## src/rtl/ps2_key_encoder.sv

```systemverilog
// ps2_key_encoder
//   Receives the raw PS/2 keyboard stream, deframes it into scancode bytes
//   and folds E0/F0 prefixes into an 11-bit key-event word
//   {toggle, pressed, extended, code[7:0]}. The toggle bit flips once per event.
//
// Ports
//   clk_sys    in   system clock
//   reset_n    in   asynchronous active-low reset
//   ps2_clk    in   raw PS/2 clock (asynchronous)
//   ps2_dat    in   raw PS/2 data (asynchronous)
//   ps2_key    out  [10:0] key-event word
//   rx_byte    out  [7:0]  last correctly framed byte
//   rx_strobe  out  one-cycle pulse, rx_byte valid
//   frame_err  out  one-cycle pulse, parity/start/stop/timeout error
module ps2_key_encoder #(
    parameter int unsigned FILTER_LEN  = 8,
    parameter int unsigned TIMEOUT_CYC = 11000
) (
    input  logic        clk_sys,
    input  logic        reset_n,
    input  logic        ps2_clk,
    input  logic        ps2_dat,
    output logic [10:0] ps2_key,
    output logic [7:0]  rx_byte,
    output logic        rx_strobe,
    output logic        frame_err
);

    localparam logic [7:0]  FLT_MAX = 8'(FILTER_LEN - 1);
    localparam logic [15:0] TO_MAX  = 16'(TIMEOUT_CYC);

    typedef enum logic [1:0] {IDLE, DATA, PARITY, STOP} state_e;

    // index 0 = clock, index 1 = data
    logic [1:0] sync1_q, sync2_q, filt_q, flip;
    logic [7:0] fcnt_q [2];

    state_e      state_q;
    logic [2:0]  bit_cnt_q;
    logic [7:0]  shift_q;
    logic        par_q;
    logic [15:0] to_cnt_q;
    logic [7:0]  rx_byte_q;
    logic        rx_strobe_q, frame_err_q;

    logic [10:0] key_q;
    logic        ext_q, brk_q;
    logic [2:0]  skip_q;

    logic clk_edge, clk_fall, dat_f;

    // A filtered signal flips on the FILTER_LEN-th consecutive disagreeing sample
    always_comb begin
        for (int unsigned i = 0; i < 2; i++) begin
            flip[i] = (sync2_q[i] != filt_q[i]) && (fcnt_q[i] == FLT_MAX);
        end
    end

    assign clk_edge = flip[0];
    assign clk_fall = flip[0] & filt_q[0];
    assign dat_f    = filt_q[1];

    always_ff @(posedge clk_sys or negedge reset_n) begin
        if (!reset_n) begin
            sync1_q <= '1;
            sync2_q <= '1;
            filt_q  <= '1;
            for (int unsigned i = 0; i < 2; i++) fcnt_q[i] <= '0;
        end else begin
            sync1_q <= {ps2_dat, ps2_clk};
            sync2_q <= sync1_q;
            for (int unsigned i = 0; i < 2; i++) begin
                if (sync2_q[i] == filt_q[i]) begin
                    fcnt_q[i] <= '0;
                end else if (flip[i]) begin
                    fcnt_q[i] <= '0;
                    filt_q[i] <= ~filt_q[i];
                end else begin
                    fcnt_q[i] <= fcnt_q[i] + 8'd1;
                end
            end
        end
    end

    // Frame FSM with inactivity timeout
    always_ff @(posedge clk_sys or negedge reset_n) begin
        if (!reset_n) begin
            state_q     <= IDLE;
            bit_cnt_q   <= '0;
            shift_q     <= '0;
            par_q       <= 1'b0;
            to_cnt_q    <= '0;
            rx_byte_q   <= '0;
            rx_strobe_q <= 1'b0;
            frame_err_q <= 1'b0;
        end else begin
            rx_strobe_q <= 1'b0;
            frame_err_q <= 1'b0;

            if (clk_edge || state_q == IDLE) begin
                to_cnt_q <= '0;
            end else if (to_cnt_q != TO_MAX) begin
                to_cnt_q <= to_cnt_q + 16'd1;
            end

            if (state_q != IDLE && !clk_edge && to_cnt_q == TO_MAX - 16'd1) begin
                frame_err_q <= 1'b1;
                state_q     <= IDLE;
            end else if (clk_fall) begin
                case (state_q)
                    IDLE: begin
                        if (!dat_f) begin
                            state_q   <= DATA;
                            bit_cnt_q <= '0;
                        end
                    end
                    DATA: begin
                        shift_q   <= {dat_f, shift_q[7:1]};
                        bit_cnt_q <= bit_cnt_q + 3'd1;
                        if (bit_cnt_q == 3'd7) state_q <= PARITY;
                    end
                    PARITY: begin
                        par_q   <= dat_f;
                        state_q <= STOP;
                    end
                    STOP: begin
                        if (dat_f && (^{shift_q, par_q})) begin
                            rx_byte_q   <= shift_q;
                            rx_strobe_q <= 1'b1;
                        end else begin
                            frame_err_q <= 1'b1;
                        end
                        state_q <= IDLE;
                    end
                    default: state_q <= IDLE;
                endcase
            end
        end
    end

    // Prefix decoder: E1 starts a Pause sequence whose remaining 7 bytes are dropped
    always_ff @(posedge clk_sys or negedge reset_n) begin
        if (!reset_n) begin
            key_q  <= '0;
            ext_q  <= 1'b0;
            brk_q  <= 1'b0;
            skip_q <= '0;
        end else if (frame_err_q) begin
            ext_q  <= 1'b0;
            brk_q  <= 1'b0;
            skip_q <= '0;
        end else if (rx_strobe_q) begin
            if (skip_q != 3'd0) begin
                skip_q <= skip_q - 3'd1;
            end else begin
                case (rx_byte_q)
                    8'hE0: ext_q  <= 1'b1;
                    8'hF0: brk_q  <= 1'b1;
                    8'hE1: skip_q <= 3'd7;
                    8'h00, 8'hAA, 8'hEE, 8'hFA, 8'hFC, 8'hFD, 8'hFE, 8'hFF: begin
                        ext_q <= 1'b0;
                        brk_q <= 1'b0;
                    end
                    default: begin
                        key_q <= {~key_q[10], ~brk_q, ext_q, rx_byte_q};
                        ext_q <= 1'b0;
                        brk_q <= 1'b0;
                    end
                endcase
            end
        end
    end

    assign ps2_key   = key_q;
    assign rx_byte   = rx_byte_q;
    assign rx_strobe = rx_strobe_q;
    assign frame_err = frame_err_q;

endmodule
```

## config.mk

```make
export PLATFORM = sky130hd
export DESIGN_NAME = ps2_key_encoder
export DESIGN_NICKNAME = d
export VERILOG_FILES = /design/src/rtl/ps2_key_encoder.sv
export SDC_FILE = /design/constraint.sdc
export NUM_CORES = 1
export LEC_CHECK = 0
export ABC_AREA = 1
export BUFFER_PORTS_ARGS = -buffer_cell sky130_fd_sc_hd__buf_2
export CORE_MARGIN = 2
export CORE_UTILIZATION = 54
export DETAILED_ROUTE_END_ITERATION = 8
export PLACE_DENSITY = 0.71
export SYNTH_ARGS = -nofsm -noshare
export SYNTH_HDL_FRONTEND = slang
export SYNTH_SLANG_ARGS = --single-unit
```

## constraint.sdc

```tcl
create_clock -name clk_sys -period 1.63 [get_ports clk_sys]
set_clock_uncertainty 0.05 [all_clocks]
set_input_delay 0.326 -clock clk_sys [delete_from_list [all_inputs] [get_ports clk_sys]]
set_output_delay 0.326 -clock clk_sys [all_outputs]
set_load 0.02 [all_outputs]
```

==> out/results.txt <==
Worst setup endpoint = to_cnt_q[14]
final hold slack = 29.35 ps
Worst slew margin = 0.7244
min Tclk post-route = 1688 ps
Antenna Nets Post-Route = 0
1st-iter DRT viols = 172
Ant. Diodes = 0
final setup margin = -58.13 ps
antenna violations before repair = 0
failing checks = setup timing
Worst setup EP type = flop
Setup crit start = to_cnt_q[1]
final-stage net count = 578
drt drc = 0
pin count of the biggest net entering global routing = 36
clock buffer depth = 2
Crit Path Max Fanout = 3
Placed Cells = 622
Post-Syn Area = 3872 sq um
Die Area = 7865 sq um
Synth area leaders = dfrtp_1, nand2_1, inv_1, nor2_1, dfstp_2
asr flop ratio synth = 1.000
CP arrival = 1860 ps
power density cells = 753.9 nW/um^2
synth cell count leaders = nand2_1, dfrtp_1, inv_1
Die X = 88.69 um
top cell type's share of synthesized area = 0.4653
Synth area leader = dfrtp_1
outcome = finished with violations
CTS clk-pin slew, worst paths = 80 ps
starting density of the core = 0.5638
Cells after Synth = 469
max cap viols = 0
Synthesis Warnings = 0
Die Ht = 88.69 um
via density per instance = 5.148
Wirelength per Cell = 12.85 um
fin cells = 663
Max Transition Viols Final = 0
H-Tree Depth = 3
R2R depth = 11
number of buffers added on ports = 24
sequential fraction of the synthesis area = 0.5060
critical path type = reg -> reg
most frequent cell after synthesis = nand2_1
area delta synth->final = 31.53%
P_leak = 2.576 nW
share of layout cells above drive strength 1 = 0.3439
CTS Buf Count = 9
Worst IR Drop VDD = 0.0008241 V
global route overflow = 0
Netlist cell types = 39
area taken by multi-input logic gates = 1959 sq um
Synth Net Count = 485
R2R Setup Slk = -60 ps
Final Hold Fails = 0
FF-to-FF End = to_cnt_q[14]
Startpoint Class = flop
RePlAce Congestion = 0.8178
root buffer cell = clkbuf_8
Max Clk Rate = 0.5924 GHz
Synth Flop Type = dfrtp_1
CP required = 1800 ps
Core Rows = 30
DR pass1 iterations = 4
worst r2r src = to_cnt_q[1]
final setup fails = 19
CTS tree = built
# fillers = 495
clock tree sinks = 78
vias in the first global route = 3100
via count = 3413
core area = 6869 sq um
Worst Hold Class = in -> reg
routed wire length = 8.521 mm
hold-critical path depth = 1
first-pass GRT wire length = 13.17 mm
Avg Cell Area, Syn = 8.257 sq um
Skew-Pair Late Insertion Delay = 340 ps
period utilization = 1.036
Ports = 25
register area = 1967 sq um
RSZ-0062 raised after global routing = yes
EDFF count, synth = 0
Worst-Margin Slew = 413.4 ps
#FFs+latches synth = 78
Detail Placement HPWL = 5.451 mm
overall global routing resource usage = 0.2128
==> cell type report <==
class	count	share of cell area
flip-flops and latches	78	0.3861
multi-input cells	328	0.3847
repair buffers	88	0.1309
inverters	57	0.04200
clock buffers	11	0.02776
well taps	96	0.02358
clock inverters	5	0.004913
==> how the worst min path moves through the flow <==
| stage | startpoint | endpoint | slack [ps] |
|---|---|---|---|
| 2_1_floorplan | reset_n | bit_cnt_q[0] | -20 |
| 6_report | ps2_clk | sync1_q[0] | 30 |
| 3_5_place_dp | reset_n | fcnt_q[15] | 200 |
| 5_1_grt | ps2_clk | sync1_q[0] | 10 |
| 4_1_cts | ps2_clk | sync1_q[0] | 10 |
| 3_3_place_gp | reset_n | fcnt_q[15] | 200 |
==> metal layers <==
| layer | up-vias | global-route usage | wire length, um |
|---|---|---|---|
| li1 | 1711 | - | - |
| met1 | 1630 | 0.2788 | 3740 |
| met2 | 58 | 0.3569 | 4392 |
| met3 | 14 | 0.03358 | 239 |
| met4 | 0 | 0.08127 | 149 |
| met5 | - | 0 | 0 |
==> where the power goes <==
group / switching, W / total (W) / internal (W)
Clock: 0.000671 / 0.00125 / 0.000582
Combinational: 0.000299 / 0.000475 / 0.000176
Sequential: 0.0000709 / 0.00211 / 0.00204
Total: 0.00104 / 0.00384 / 0.00280
==> layout by cell type (no fill, tap or decap), types with 7 or more instances in the layout <==
master      n
buf_4      56
ha_1        9
nand2_2    24
nor3_1      9
nor2_1     37
inv_2      12
nand2_1   105
nand4_1    19
nor2_4      7
dfrtp_1    66
clkbuf_8   10
xor2_1      9
nand3_1    17
o21ai_1     7
o21ai_0    16
a21oi_1    18
buf_2      23
inv_1      45
==> logic make-up after synthesis <==
kind of cell             after synthesis  share of synthesized area
XOR/XNOR                              10                    0.02456
adder cells (fa/ha/maj)               12                    0.03877
AO/OA/AOI/OAI                         56                    0.08013
flip-flops                            78                     0.5060
AND/OR/NAND/NOR                      249                     0.2847
buffers and inverters                 64                    0.06591
==> registers in the layout, summed over array words and instances, names as in the netlist, 2 cells and up <==
| name | count |
|---|---|
| fcnt_q | 16 |
| bit_cnt_q | 3 |
| skip_q | 3 |
| sync2_q | 2 |
| filt_q | 2 |
| shift_q | 8 |
| state_q | 2 |
| to_cnt_q | 16 |
| rx_byte | 8 |
| sync1_q | 2 |
| ps2_key | 11 |
==> critical path, stage by stage (launching register included) <==
cell	delay, ps
dfrtp_1	410
ha_2	210
nand2_2	70
inv_2	80
nand2_2	70
nor2_4	110
nand2_2	70
nor2_2	120
nand2_1	90
nor2_2	130
buf_4	110
a21oi_1	60
==> per-stage QoR <==
stage            util  TNS, ps  power [W]  setup WS [ps]  area (sq um)
2_1_floorplan       -   -1.330   0.002388        -0.5089          3879
3_3_place_gp   0.6412   -172.1   0.002546         -20.27          4404
3_5_place_dp   0.6412   -648.0   0.002565         -57.94          4404
4_1_cts        0.6709   -371.9   0.003815         -38.70          4608
5_1_grt        0.7415    -4104   0.004044         -158.9          5094
6_report       0.7415   -396.8   0.003840         -58.13          5094
==> repair_timing <==
item                       4_1_cts  5_1_grt
setup buffers                    2       20
pin swaps                        1       18
hold buffers                     1        0
gates resized for setup          5       96
cloned                           0        2
setup endpoints to repair       32       51
hold endpoints to repair        19        0
(Power assumes the default switching activity.)
